File: src/rtl/axi_lite_rd_arbiter.sv
// ---------------------------------------------------------------------------
// axi_lite_rd_arbiter
//
// Shares one read-only AXI-lite slave (AR/R channels) between two masters:
//   M0 = IFU instruction fetch, M1 = LSU load.
// Only one transaction is in flight at a time. The winning master's address
// is registered and presented to the slave. The single R beat is then routed
// back to the master that owns the transaction.
//
// Build option:
//   ARB_RR_EN  when defined, ties are resolved round-robin using a 1-bit
//              last-grant register. When undefined, fixed priority applies
//              and M1 (LSU) wins every tie.
//
// Ports:
//   clk, rst_n                     clock; synchronous active-low reset
//   i_m0_araddr / i_m0_arvalid     IFU read address and valid
//   o_m0_arready                   IFU address accepted
//   o_m0_rdata / o_m0_rresp        IFU read data and response
//   o_m0_rvalid / i_m0_rready      IFU read data valid and ready
//   i_m1_* / o_m1_*                same set, for the LSU
//   o_s_araddr / o_s_arvalid       registered slave address and valid
//   i_s_arready                    slave address ready
//   i_s_rdata / i_s_rresp          slave read data and response
//   i_s_rvalid / o_s_rready        slave read valid and ready
// ---------------------------------------------------------------------------
// state   | meaning
// --------+------------------------------------------------------------------
// ST_IDLE | no transaction; arbitrate between the masters and accept a winner
// ST_AR   | registered address presented to the slave, waiting for arready
// ST_R    | waiting for the slave's R beat, which is passed to the owner
// ---------------------------------------------------------------------------
module axi_lite_rd_arbiter #(
   parameter int ADDR_W = 32,
   parameter int DATA_W = 64
) (
   input  logic              clk,
   input  logic              rst_n,
   // M0 (IFU)
   input  logic [ADDR_W-1:0] i_m0_araddr,
   input  logic              i_m0_arvalid,
   output logic              o_m0_arready,
   output logic [DATA_W-1:0] o_m0_rdata,
   output logic [1:0]        o_m0_rresp,
   output logic              o_m0_rvalid,
   input  logic              i_m0_rready,
   // M1 (LSU)
   input  logic [ADDR_W-1:0] i_m1_araddr,
   input  logic              i_m1_arvalid,
   output logic              o_m1_arready,
   output logic [DATA_W-1:0] o_m1_rdata,
   output logic [1:0]        o_m1_rresp,
   output logic              o_m1_rvalid,
   input  logic              i_m1_rready,
   // shared slave
   output logic [ADDR_W-1:0] o_s_araddr,
   output logic              o_s_arvalid,
   input  logic              i_s_arready,
   input  logic [DATA_W-1:0] i_s_rdata,
   input  logic [1:0]        i_s_rresp,
   input  logic              i_s_rvalid,
   output logic              o_s_rready
);

   typedef enum logic [1:0] {
      ST_IDLE = 2'd0,
      ST_AR   = 2'd1,
      ST_R    = 2'd2
   } state_t;

   state_t            r_state;
   state_t            w_state_nxt;
   logic              r_own;
   logic              w_own_nxt;
   logic [ADDR_W-1:0] r_s_araddr;
   logic [ADDR_W-1:0] w_s_araddr_nxt;
   logic              r_s_arvalid;
   logic              w_s_arvalid_nxt;

   logic              w_gnt0;
   logic              w_gnt1;
   logic              w_grant;
   logic              w_own_rready;
   logic              w_in_r;

   // -----------------------------------------------------------------------
   // Arbitration. The grant is only acted on in ST_IDLE. arready follows the
   // grant directly, so the winner's handshake completes in the same cycle.
   // -----------------------------------------------------------------------
`ifdef ARB_RR_EN
   logic r_last;

   // On a tie, the master that was not granted last wins.
   // A lone requester always wins.
   always_comb begin
      w_gnt1 = i_m1_arvalid & (~i_m0_arvalid | ~r_last);
      w_gnt0 = i_m0_arvalid & ~w_gnt1;
   end

   // last only moves on an accepted address in ST_IDLE.
   always_ff @(posedge clk) begin
      if (!rst_n) begin
         r_last <= 1'b0;
      end else if ((r_state == ST_IDLE) && w_grant) begin
         r_last <= w_gnt1;
      end
   end
`else
   always_comb begin
      w_gnt1 = i_m1_arvalid;
      w_gnt0 = i_m0_arvalid & ~i_m1_arvalid;
   end
`endif

   assign w_grant      = w_gnt0 | w_gnt1;
   assign w_own_rready = r_own ? i_m1_rready : i_m0_rready;
   assign w_in_r       = (r_state == ST_R);

   // -----------------------------------------------------------------------
   // FSM state register
   // -----------------------------------------------------------------------
   always_ff @(posedge clk) begin
      if (!rst_n) begin
         r_state     <= ST_IDLE;
         r_own       <= 1'b0;
         r_s_araddr  <= '0;
         r_s_arvalid <= 1'b0;
      end else begin
         r_state     <= w_state_nxt;
         r_own       <= w_own_nxt;
         r_s_araddr  <= w_s_araddr_nxt;
         r_s_arvalid <= w_s_arvalid_nxt;
      end
   end

   // -----------------------------------------------------------------------
   // FSM next state
   // -----------------------------------------------------------------------
   always_comb begin
      w_state_nxt     = r_state;
      w_own_nxt       = r_own;
      w_s_araddr_nxt  = r_s_araddr;
      w_s_arvalid_nxt = r_s_arvalid;

      case (r_state)
         ST_IDLE: begin
            if (w_grant) begin
               w_own_nxt       = w_gnt1;
               w_s_araddr_nxt  = w_gnt1 ? i_m1_araddr : i_m0_araddr;
               w_s_arvalid_nxt = 1'b1;
               w_state_nxt     = ST_AR;
            end
         end
         ST_AR: begin
            // r_s_arvalid is 1 throughout this state, so only arready matters.
            if (i_s_arready) begin
               w_s_arvalid_nxt = 1'b0;
               w_state_nxt     = ST_R;
            end
         end
         ST_R: begin
            if (i_s_rvalid && w_own_rready) begin
               w_state_nxt = ST_IDLE;
            end
         end
         default: begin
            w_state_nxt     = ST_IDLE;
            w_s_arvalid_nxt = 1'b0;
         end
      endcase
   end

   // -----------------------------------------------------------------------
   // Outputs. The AR side to the slave is registered. The R path is a
   // combinational passthrough, gated by state and owner.
   // -----------------------------------------------------------------------
   always_comb begin
      o_m0_arready = 1'b0;
      o_m1_arready = 1'b0;
      o_m0_rvalid  = 1'b0;
      o_m1_rvalid  = 1'b0;
      o_m0_rdata   = '0;
      o_m1_rdata   = '0;
      o_m0_rresp   = 2'b00;
      o_m1_rresp   = 2'b00;
      o_s_rready   = 1'b0;

      if (r_state == ST_IDLE) begin
         o_m0_arready = w_gnt0;
         o_m1_arready = w_gnt1;
      end

      if (w_in_r) begin
         o_s_rready = w_own_rready;
         if (r_own) begin
            o_m1_rvalid = i_s_rvalid;
            o_m1_rdata  = i_s_rdata;
            o_m1_rresp  = i_s_rresp;
         end else begin
            o_m0_rvalid = i_s_rvalid;
            o_m0_rdata  = i_s_rdata;
            o_m0_rresp  = i_s_rresp;
         end
      end
   end

   assign o_s_araddr  = r_s_araddr;
   assign o_s_arvalid = r_s_arvalid;

endmodule
File: config.mk
export PLATFORM = sky130hd
export DESIGN_NAME = axi_lite_rd_arbiter
export DESIGN_NICKNAME = d
export VERILOG_FILES = /design/src/rtl/axi_lite_rd_arbiter.sv
export SDC_FILE = /design/constraint.sdc
export NUM_CORES = 1
export LEC_CHECK = 0
export CORE_AREA = 3 3 118 120
export DETAILED_ROUTE_END_ITERATION = 8
export DIE_AREA = 0 0 121 123
export GPL_TIMING_DRIVEN = 0
export PLACE_DENSITY = 0.68
export SKIP_LAST_GASP = 1
export SYNTH_ARGS = -nofsm -noshare
export SYNTH_HDL_FRONTEND = slang
export SYNTH_SLANG_ARGS = --single-unit
File: constraint.sdc
create_clock -name clk -period 2.05 [get_ports clk]
set_input_delay 0.615 -clock clk [delete_from_list [all_inputs] [get_ports clk]]
set_output_delay 0.615 -clock clk [all_outputs]
set_load 0.01 [all_outputs]
==> metrics.txt <==
Final Util=53.33%; Critical Path Start=r_state[0]$_SDFFE_PN0P_; first-pass GRT wire length=21450 µm; Final nets=799; hold path depth=2; clock buffer depth=2; # H-tree levels=2; Hold Vio Cnt, Final=0; sequential cell area fraction in the yosys report=26.94%; max cap viols=0; critical register-to-register path endpoint=o_s_araddr[16]$_SDFFE_PN0P_; vias=3740; total congestion overflow=0; GPL Wtd Cong=0.8175; worst hold-check path type=reg -> reg; leakage=3.421 nW; final hold slack=489.0 ps; area growth from synthesis to layout=160.9%; PwrDens=388.8 nW/µm²; 1st-iter DRT viols=99; Placed Instance Area=5948 µm²; crit share post-route=105.4%; Crit Path Class=reg -> out; worst-margin pin slew=460.2 ps; Die ar.=14880 µm²; Critical Path Fanout Max=6; Syn. warnings=0; Reg2Reg Setup Slack=570 ps; TritonCTS sink count=36; Synth cell types=21; drt first pass iters=4; Multi-input gate area=2086 µm²; Slew HR=69.32%; final WL=16290 µm; Max VDD drop=0.0003313 V; DR vias/cell=4.458; Setup WS post-layout=-110.6 ps; CP peak stage delay=340 ps; PortBufs=305; syn avg cell area=8.282 µm²; initial core utilization=20.44%; Core ar.=13090 µm²; Worst Reg-to-Reg Cells=6; cell family with most CP delay=simple AND/OR/NAND/NOR gates; critical path depth=6; Fillers=1174; antenna-violating nets left=0; Cells after Synth=323; post-route minimum period=2161 ps; CP arrival=1550 ps; initial antenna violation count=1; Design Power=2.713 mW; post-detailed-placement half-perimeter wirelength=12270 µm; cell count after placement=804; Yosys reg bits=36; CP max-delay cell=dfxtp_4; Syn Nets=461; clk root buf=clkbuf_16; Pins Over Slew Limit=0; Max Fclk=462.8 MHz; Die Y=123 µm; Die X=121 µm; vias in the first global route=3722; clock-pin slew on the worst setup and hold paths=50 ps; clock skew=5.041 ps; failing checks=negative setup slack; WP buf/inv=3; register area=729.5 µm²; reg2reg start=r_state[0]$_SDFFE_PN0P_; layout cells sized above 1=47.58%; status=complete, but fails checks; Clk Latency, worst-skew pair=270 ps; CP Capture Type=output port; CTS tree=yes; standard-cell rows=42; largest net degree at the start of global routing=18; Non-Filler Instances=839; Setup-failing EPs final=111; pre-CTS worst setup slack=-855.5 ps; Fin Setup TNS=-6907 ps; num ports=308; critical-path cell list=nand2b_4 -> nor2_4 -> buf_8 -> clkbuf_16 -> and2_1 -> buf_2; Final Cell Area=6978 µm²; CP required=1430 ps; CTS buffer count=5; critical path launch point type=flip-flop; Global Route Usage Sum=18.60%; hold_buf cts=0; Mapped Area=2675 µm²; Worst Setup EP=o_m0_rdata[27]; drt drc=0; RSZ-0062 raised after global routing=true; Wirelength per Cell=19.42 µm
## cell usage after synthesis
cell type,instances,area (µm²)
nor2_1,5,18.77
nor4b_1,1,8.760
and2_1,135,844.6
o21a_1,1,7.510
o31ai_1,2,15.01
inv_2,1,3.750
buf_2,5,25.02
mux2i_1,33,330.3
dfxtp_1,36,720.7
nor2b_1,1,6.260
nand2b_1,1,6.260
buf_6,6,67.56
and2_4,1,8.760
or2_1,1,6.260
inv_1,3,11.26
a2111oi_0,1,8.760
nand3_1,32,160.2
o211a_1,32,320.3
a21oi_1,2,10.01
nand4_1,2,12.51
clkbuf_1,22,82.58
## sequential cells by signal, indices dropped and copies added (netlist names)
register and flops:
o_s_arvalid 1, r_state 2, o_s_araddr 32, r_own 1
## layer usage
| layer | GRT usage [%] | share of wire [%] | up-vias |
|---|---|---|---|
| met3 | 5.947 | 7.6 | 18 |
| met2 | 34.42 | 54 | 178 |
| met1 | 20.74 | 36 | 1771 |
| met4 | 4.320 | 2.2 | 0 |
| li1 | - | - | 1773 |
| met5 | 0 | 0 | - |
## logic make-up after synthesis
group	synth area share (%)
AND/OR/NAND/NOR	40.08
flip-flops	26.94
multiplexers	12.35
buffers and inverters	7.109
AO/OA/AOI/OAI	13.52
## worst min path at each step
stage,start,to,slack [ps]
after floorplan,r_state[1]$_SDFFE_PN0P_,r_state[0]$_SDFFE_PN0P_,470
after global placement,o_s_araddr[27]$_SDFFE_PN0P_,o_s_araddr[27]$_SDFFE_PN0P_,480
after detailed placement,o_s_araddr[25]$_SDFFE_PN0P_,o_s_araddr[25]$_SDFFE_PN0P_,480
after CTS,o_s_arvalid$_SDFFE_PN0P_,o_s_arvalid$_SDFFE_PN0P_,490
after global routing,o_s_araddr[12]$_SDFFE_PN0P_,o_s_araddr[12]$_SDFFE_PN0P_,510
final,o_s_arvalid$_SDFFE_PN0P_,o_s_arvalid$_SDFFE_PN0P_,490
## tightest hold or removal path: cells and delay by family (launching register included)
kind               cells  cell delay (ps)
DFF                    1              320
and+or+nand+nor        1               70
AOI/OAI and AO/OA      1               60
## what timing repair did
item	CTS	global route
pin swaps	53	21
cloned	7	5
hold endpoints to repair	0	0
setup buffers	18	2
resized for setup	699	193
setup endpoints to repair	137	135
## cells in the final DEF (no fill, tap or decap), drive strengths merged
cell type,n
a2111oi,1
a21oi,2
and2,136
buf,180
clkbuf,22
clkdlybuf4s50,166
clkinv,1
dfxtp,36
diode,1
dlygate4sd2,3
inv,4
mux2i,33
nand2b,1
nand3,32
nand4,2
nor2,5
nor2b,1
nor4b,1
o211a,32
o21a,1
o31ai,2
or2,1
## power by group
group | internal (mW) | switching (mW)
registers | 0.786 | 0.0519
logic | 0.703 | 0.440
clock network | 0.453 | 0.278
## cell type report
type                            count  share of cell area, %
Timing Repair Buffer              334                  49.99
Multi-Input combinational cell    250                  29.89
Sequential cell                    36                  10.45
Buffer                             30                  4.232
Tap cell                          176                  3.156
Clock buffer                        7                  1.901
Inverter                            4                 0.2152
Clock inverter                      1                 0.1255
Antenna cell                        1                0.03586
No activity file was read; power rests on OpenSTA's default activity.
